$ cat src/rtl/flit_tx_ctrl.sv
// Output-side packet transmitter: pops head..tail from the input FIFO after
// switch allocation and streams flits downstream under a req/grant handshake.
module flit_tx_ctrl #(
  parameter int FW        = 40,
  parameter int MAX_FLITS = 4,
  parameter int CNT_W     = 4
) (
  input  logic             clk,
  input  logic             rst_n,
  input  logic [FW-1:0]    fifo_dout,
  input  logic             fifo_empty,
  output logic             fifo_rd,
  output logic             sa_req,
  input  logic             sa_grant,
  output logic [FW-1:0]    flit_out,
  output logic             req_out,
  input  logic             grant_in,
  output logic             port_release,
  output logic [CNT_W-1:0] flit_cnt,
  output logic             proto_err,
  output logic             len_err
);

  typedef enum logic [1:0] {
    IDLE,
    ARB,
    XFER,
    DRAIN
  } state_t;

  localparam logic [1:0] T_HEAD = 2'b11;
  localparam logic [1:0] T_BODY = 2'b10;
  localparam logic [1:0] T_TAIL = 2'b01;

  state_t           state;
  state_t           state_nxt;
  logic [1:0]       typ;
  logic [CNT_W-1:0] pop_cnt;
  logic             can_pop;
  logic             xfer;
  logic             load;
  logic             perr_nxt;
  logic             lerr_nxt;
  logic             rel_nxt;

  assign typ     = fifo_dout[FW-1:FW-2];
  assign sa_req  = (state != IDLE);
  assign xfer    = req_out & grant_in;
  // A new flit may enter flit_out only if the slot is free or leaving now.
  assign can_pop = !fifo_empty && (!req_out || grant_in);

  always_comb begin
    state_nxt = state;
    fifo_rd   = 1'b0;
    load      = 1'b0;
    perr_nxt  = 1'b0;
    rel_nxt   = 1'b0;
    unique case (state)
      IDLE: begin
        if (!fifo_empty) begin
          if (typ == T_HEAD) begin
            state_nxt = ARB;
          end else begin
            fifo_rd  = 1'b1;
            perr_nxt = 1'b1;
          end
        end
      end
      ARB: begin
        if (sa_grant) state_nxt = XFER;
      end
      XFER: begin
        if (can_pop) begin
          unique case (typ)
            T_HEAD: begin
              // A second head closes the packet without a tail.
              if (pop_cnt == '0) begin
                fifo_rd = 1'b1;
                load    = 1'b1;
              end else begin
                perr_nxt  = 1'b1;
                state_nxt = DRAIN;
              end
            end
            T_BODY: begin
              fifo_rd = 1'b1;
              load    = 1'b1;
            end
            T_TAIL: begin
              fifo_rd   = 1'b1;
              load      = 1'b1;
              state_nxt = DRAIN;
            end
            default: begin
              fifo_rd  = 1'b1;
              perr_nxt = 1'b1;
            end
          endcase
        end
      end
      DRAIN: begin
        if (!req_out || grant_in) begin
          rel_nxt   = 1'b1;
          state_nxt = IDLE;
        end
      end
      default: state_nxt = IDLE;
    endcase
    lerr_nxt = load && (pop_cnt == CNT_W'(MAX_FLITS - 1))
               && (typ != T_TAIL);
  end

  always_ff @(posedge clk or negedge rst_n) begin
    if (!rst_n) begin
      state        <= IDLE;
      flit_out     <= '0;
      req_out      <= 1'b0;
      port_release <= 1'b0;
      flit_cnt     <= '0;
      pop_cnt      <= '0;
      proto_err    <= 1'b0;
      len_err      <= 1'b0;
    end else begin
      state        <= state_nxt;
      port_release <= rel_nxt;
      proto_err    <= perr_nxt;
      len_err      <= lerr_nxt;
      if (load) begin
        flit_out <= fifo_dout;
        req_out  <= 1'b1;
      end else if (xfer) begin
        req_out  <= 1'b0;
      end
      if (state == IDLE) begin
        flit_cnt <= '0;
      end else if (xfer && (flit_cnt != '1)) begin
        flit_cnt <= flit_cnt + 1'b1;
      end
      if (state == IDLE) begin
        pop_cnt <= '0;
      end else if (load && (pop_cnt != '1)) begin
        pop_cnt <= pop_cnt + 1'b1;
      end
    end
  end

endmodule

$ cat config.mk
export PLATFORM = sky130hd
export DESIGN_NAME = flit_tx_ctrl
export DESIGN_NICKNAME = d
export VERILOG_FILES = /design/src/rtl/flit_tx_ctrl.sv
export SDC_FILE = /design/constraint.sdc
export NUM_CORES = 1
export LEC_CHECK = 0
export BUFFER_PORTS_ARGS = -buffer_cell sky130_fd_sc_hd__buf_2
export CORE_ASPECT_RATIO = 1.4
export CORE_UTILIZATION = 52
export CTS_CLUSTER_SIZE = 30
export DETAILED_ROUTE_END_ITERATION = 8
export GPL_TIMING_DRIVEN = 1
export PLACE_DENSITY_LB_ADDON = 0.05
export SYNTH_ARGS = -nofsm -noshare
export SYNTH_HDL_FRONTEND = slang
export SYNTH_SLANG_ARGS = --single-unit
$ cat constraint.sdc
create_clock -name clk -period 5 [get_ports clk]
set_clock_uncertainty 0.1 [all_clocks]
set_input_delay 0 -clock clk [delete_from_list [all_inputs] [get_ports clk]]
set_output_delay 0 -clock clk [all_outputs]
set_load 0.005 [all_outputs]
==> results_dict.tcl, run 1 <==
set metrics [dict create \
    grt_pass1_wl_mm 9.27 \
    synth-async-reset-ratio_pct 100 \
    tightest_slew_ns 0.662 \
    powerDensity_mw_per_mm2 440 \
    synth_ff_type "dfrtp_1" \
    nNetsFinal 451 \
    r2r_start "state[0]" \
    synth_top_area_share_pct 55.7 \
    worst-setup-path-type "reg -> reg" \
    clk_pin_slew_ns 0.09 \
    cp.arrival_ns 2.75 \
    status "complete, no violations" \
    cts_tree "yes" \
    hp-class "in -> reg" \
    hold_viol 0 \
    grt_use_met3_pct 5.76 \
    syn_inst 259 \
    grt.overflow.total 0 \
    ant_nets 0 \
    die_h_um 82.8 \
    grtUsageMet2_pct 43.0 \
    top_usage_layer "met2" \
    dpl_cell_area_mm2 0.00293 \
    met1_usage_pct 27.6 \
    area_delta_synth_final_pct 41.6 \
    synth.top_cells.by_area "dfrtp_1 56%, nand2_1 19%, ha_1 5.7%" \
    synth.cell_area_mm2 0.00242 \
    via_per_inst 4.77 \
    drive_gt1_share_pct 27.6 \
    clk_latency_ns 0.30 \
    vias 2179 \
    min_period_ns 2.63 \
    coreArea_mm2 0.00450 \
    synth-seq-area-share_pct 55.7 \
    row_count 29 \
    finalCritPeriodShare_pct 52.5 \
    synth_common_cells "123 x nand2_1, 54 x dfrtp_1, 11 x ha_1, 11 x inv_1, 11 x nor2_1" \
    yosysMostFrequentCell "nand2_1" \
    cts-root-buf "clkbuf_8" \
    wire_per_inst_um 12.5 \
    clk_path_buf_depth 2 \
    drt_iter0_drc 76 \
    finalSetupViolCount 0 \
    wirelength_mm 5.69 \
    holdPathEnd "req_out" \
    r2r_cells 7 \
    synth-seq-cells 54 \
    cts-resized-gates 0 \
    synth_edf_count 0 \
    final_cells 457 \
    hold_ws_ns 0.0502 \
    grt_antenna_before_repair 0 \
    gp_congestion 0.829 \
    yosysTopAreaCell "dfrtp_1" \
    r2r_end "pop_cnt[3]" \
    drc 0 \
    avgSynthCellArea_um2 9.36 \
    antenna_cells 0 \
    numCtsBuffers 5 \
    ir_drop_v 0.000246 \
    ios 95 \
    cts_sinks 54 \
    syn_nets 315 \
    worstHoldStart "grant_in" \
    finalInstanceArea_mm2 0.00343 \
    end_kind "flip-flop" \
    path_max_fanout 27 \
    io_buffers 94 \
    fillers 334 \
    max_freq_mhz 381 \
    r2r_setup_slack_ns 2.37 \
    die_x_um 59.7 \
    slew-limit-headroom_pct 55.8 \
    grt_usage_pct 24.5 \
    final_max_slew_viol_count 0 \
    cp.required_ns 5.12 \
    maxCapViolations 0 \
    p_leak_uw 0.00191 \
    hpwlAfterDp_mm 3.44 \
    grt_start_max_net_pins 55 \
    firstDrtPassIters 5 \
    grt_pass1_vias 2155 \
    synth_cell_types 32 \
    rsz0062_at_grt "false" \
    h-tree-depth 2 \
    setup_tns_ns 0 \
    dieArea_mm2 0.00494 \
    cp-start-kind "flip-flop" \
    dp_cells 408 \
    initial_core_util_pct 53.9 \
    hold_path_depth 3 \
    ys_warn_count 0 \
]
state kept, by name, summed over array words and instances (netlist names):
signal	cells
proto_err	1
state	2
flit_out	40
pop_cnt	4
req_out	1
port_release	1
flit_cnt	4
len_err	1
worst max-delay path: stages (launching register included):
cell      delay, ns
dfrtp_1        0.40
inv_1          0.13
ha_1           0.22
nor2b_1        0.30
o2111a_1       0.62
buf_4          0.39
a21oi_1        0.12
a311oi_2       0.24
worst max path at each step:
stage / slack [ns] / startpoint / to
after global routing: 2.14 / state[0] / pop_cnt[3]
after detailed placement: 2.38 / state[0] / pop_cnt[3]
after CTS: 2.37 / state[0] / pop_cnt[3]
final: 2.37 / state[0] / pop_cnt[3]
after floorplan: 3.10 / state[0] / pop_cnt[0]
after global placement: 2.46 / state[0] / pop_cnt[3]
through the flow:
step           worst slack [ns]  utilization [%]  total power (uW)
6_report                   2.37             76.3              1510
5_1_grt                    2.14             76.3              1640
4_1_cts                    2.37             76.3              1520
3_5_place_dp               2.38             65.2              1260
3_3_place_gp               2.46             65.2              1240
2_1_floorplan              3.10                -              1010
report_power, final:
| part | internal [uW] | switching [uW] |
|---|---|---|
| combinational | 275 | 307 |
| sequential | 611 | 90.3 |
| clock | 96.3 | 134 |
placed cells by master, fill, tap and decap left out, types with 4 or more instances in the layout:
| cell type | synthesis | layout |
|---|---|---|
| a21oi_1 | 4 | 4 |
| buf_2 | 7 | 94 |
| clkbuf_8 | 0 | 5 |
| dfrtp_1 | 54 | 54 |
| dlygate4sd3_1 | 0 | 42 |
| ha_1 | 11 | 11 |
| inv_1 | 11 | 11 |
| nand2_1 | 123 | 123 |
| nor2_1 | 11 | 11 |
| o21ai_0 | 4 | 4 |
kinds of logic after synthesis:
family	share of synthesized area [%]
AO/OA/AOI/OAI	6.30
XOR/XNOR	1.08
adder cells (fa/ha/maj)	5.68
buffers and inverters	4.23
flip-flops	55.7
multiplexers	1.34
AND/OR/NAND/NOR	25.6
what timing repair did:
item                      CTS  global route
hold buffers               42             0
buffers inserted            0             0
hold endpoints to repair   95             0
cell type report:
class | count | area (um^2) | share of cell area [%]
sequential | 54 | 1350 | 39.3
multi-input combinational | 184 | 971 | 28.3
timing repair buffer | 139 | 913 | 26.6
tap | 62 | 77.6 | 2.26
clock buffer | 6 | 72.6 | 2.11
inverter | 11 | 41.3 | 1.20
clock inverter | 1 | 7.51 | 0.219
metal layers:
metal	part of all wire (%)	wire (um)
met3	5.6	321
met5	0	0
met4	1.6	92
met2	52	2960
met1	41	2320
Note: power is estimated with default switching activity, not from simulation.
==> run 2, diff against run 1 <==
--- a/config.mk
+++ b/config.mk
@@ -7,7 +7,7 @@
 export LEC_CHECK = 0
 export BUFFER_PORTS_ARGS = -buffer_cell sky130_fd_sc_hd__buf_2
 export CORE_ASPECT_RATIO = 1.4
-export CORE_UTILIZATION = 52
+export CORE_UTILIZATION = 48
 export CTS_CLUSTER_SIZE = 30
 export DETAILED_ROUTE_END_ITERATION = 8
 export GPL_TIMING_DRIVEN = 1
==> constraint.sdc (replaced) <==
create_clock -name clk -period 2.7 [get_ports clk]
set_clock_uncertainty 0.1 [all_clocks]
set_input_delay 0 -clock clk [delete_from_list [all_inputs] [get_ports clk]]
set_output_delay 0 -clock clk [all_outputs]
set_load 0.005 [all_outputs]
==> run 2 against run 1 <==
Core utilization is 4.3 points lower. Non-clock buffer count grew 1. Combinational power up 82%. Critical path depth unchanged. Setup slack got worse by 1.8 ns. Clock power rose by 150%. First-iteration DRC count decreased by 29%. Via count fell by 1.1%. Final cell count up 0.88%. Hold slack lost 0.019 ns. Largest cell class unchanged.
==> results_dict.tcl, run 2 (same netlist as run 1, synthesis figures left out) <==
set metrics [dict create \
    status "complete, no violations" \
    cts_sinks 54 \
    nNetsFinal 452 \
    wire_per_inst_um 11.7 \
    dieArea_mm2 0.00534 \
    comb_power_share_pct 36.3 \
    worst-setup-path-type "reg -> reg" \
    fillers 385 \
    row_count 30 \
    swShare_pct 33.5 \
    largest_reg_flops 40 \
    max_freq_mhz 467 \
    grt_antenna_before_repair 0 \
    multiInputGateArea_um2 971 \
    cts-root-buf "clkbuf_8" \
    gp_congestion 0.785 \
    slew-limit-headroom_pct 65.1 \
    p_clk_share_pct 19.3 \
    antenna_cells 0 \
    via_per_inst 4.67 \
    grt_start_max_net_pins 44 \
    post_cts_buffers 0 \
    drive_gt1_share_pct 28.2 \
    powerDensity_mw_per_mm2 840 \
    final_common_cell "nand2_1" \
    reg.largest.list "flit_out: 40 flops, flit_cnt: 4 flops, pop_cnt: 4 flops" \
    wl_met2_mm 2.65 \
    top_layer "met4" \
    largest_register "flit_out" \
    tightest_slew_ns 0.523 \
    cp-start-kind "flip-flop" \
    switchingPower_uw 981 \
    io_buffers 94 \
    final_max_slew_viol_count 0 \
    drt_iter0_drc 54 \
    ctsHoldBuffers 42 \
    wl_met3_um 260 \
    drc 0 \
    ant_nets 0 \
    setup_tns_ns 0 \
    rsz0062_at_grt "false" \
    most-common-layout-cells "123 x nand2_1, 94 x buf_2, 54 x dfrtp_1" \
    finalCritPeriodShare_pct 79.2 \
    clk_latency_ns 0.30 \
    area_delta_synth_final_pct 43.8 \
    path_max_fanout 23 \
    hold_viol 0 \
    grt_usage_pct 21.6 \
    numCtsBuffers 5 \
    die_x_um 62.1 \
    cp.required_ns 2.85 \
    finalInstanceArea_mm2 0.00349 \
    grt.overflow.total 0 \
    power_frac_seq_pct 44.4 \
    end_kind "flip-flop" \
    cp.arrival_ns 2.29 \
    cts_tree "yes" \
    wl_met1_mm 2.34 \
    vias 2155 \
    maxCapViolations 0 \
    wirelength_mm 5.38 \
    cts-resized-gates 0 \
    die_h_um 86.1 \
    h-tree-depth 2 \
    coreArea_mm2 0.00484 \
    grt_pass1_vias 1984 \
    p_leak_uw 0.00194 \
    hp-class "in -> reg" \
    hpwlAfterDp_mm 3.62 \
    grt_pass1_wl_mm 8.49 \
    dpl_cell_area_mm2 0.00294 \
    firstDrtPassIters 4 \
    ios 95 \
    ir_drop_v 0.000598 \
    seqCellArea_mm2 0.00135 \
    min_period_ns 2.14 \
    clk_pin_slew_ns 0.09 \
    initial_core_util_pct 50.1 \
    intPower_uw 1950 \
    clk_path_buf_depth 2 \
    finalSetupViolCount 0 \
]
-- run 2: cell count changes in the layout (fill, tap and decap cells not counted) --
cell / delta
clkbuf_8: +1
inv_6: +1
clkbuf_1: -1
buf_4: +1
clkinvlp_4: -1
bufinv_16: +1
-- run 2: layer usage --
layer | vias up | track usage [%]
met5 | - | 0
met4 | 0 | 8.89
met3 | 11 | 4.98
met2 | 61 | 36.1
met1 | 991 | 25.7
li1 | 1092 | -
-- run 2: final timing paths --
check                              from            to  slack, ns  cells after the start
setup / recovery               state[0]  flit_out[25]       0.56                      7
hold / removal                 sa_grant      state[0]       0.03                      4
setup reg to reg               state[0]  flit_out[25]       0.56                      7
hold reg to reg            flit_out[27]  flit_out[27]       0.38                      2
max in group asynchronous         rst_n   flit_out[0]       1.63                      3
min in group asynchronous         rst_n       req_out       0.10                      2
-- run 2: worst max-delay path, stage by stage, from the launching register on --
cell and delay [ns]:
dfrtp_1 0.41, inv_1 0.13, ha_1 0.21, nor2b_1 0.29, o2111a_1 0.45, buf_4 0.33
nand2_1 0.10, nand2_1 0.06
-- run 2: power groups by stage --
stage,Sequential (uW),Clock (uW),Combinational [uW]
floorplan,1340,0,523
CTS,1300,588,1080
global route,1340,615,1230
finish,1300,565,1060
global placement,1300,0,1010
detailed placement,1310,0,1020
-- run 2: cell type report --
type                    count  area share (%)
multi-input cells         184            27.9
inverters                  11            1.18
flip-flops and latches     54            38.8
clock buffers               6            2.37
well taps                  64            2.30
clock inverters             2            1.11
repair buffers            140            26.4
-- run 2: metrics by stage --
step                      instances  hold WS (ns)  utilization, %  setup WS [ns]  total power (uW)
after floorplan                 259        -0.396               -          0.798              1870
after detailed placement        411       -0.0840            60.8          0.566              2340
after global routing            461        0.0500            72.0          0.397              3190
after CTS                       461        0.0347            72.0          0.544              2960
final                           461        0.0313            72.0          0.561              2930
after global placement          411       -0.0886            60.8          0.659              2310
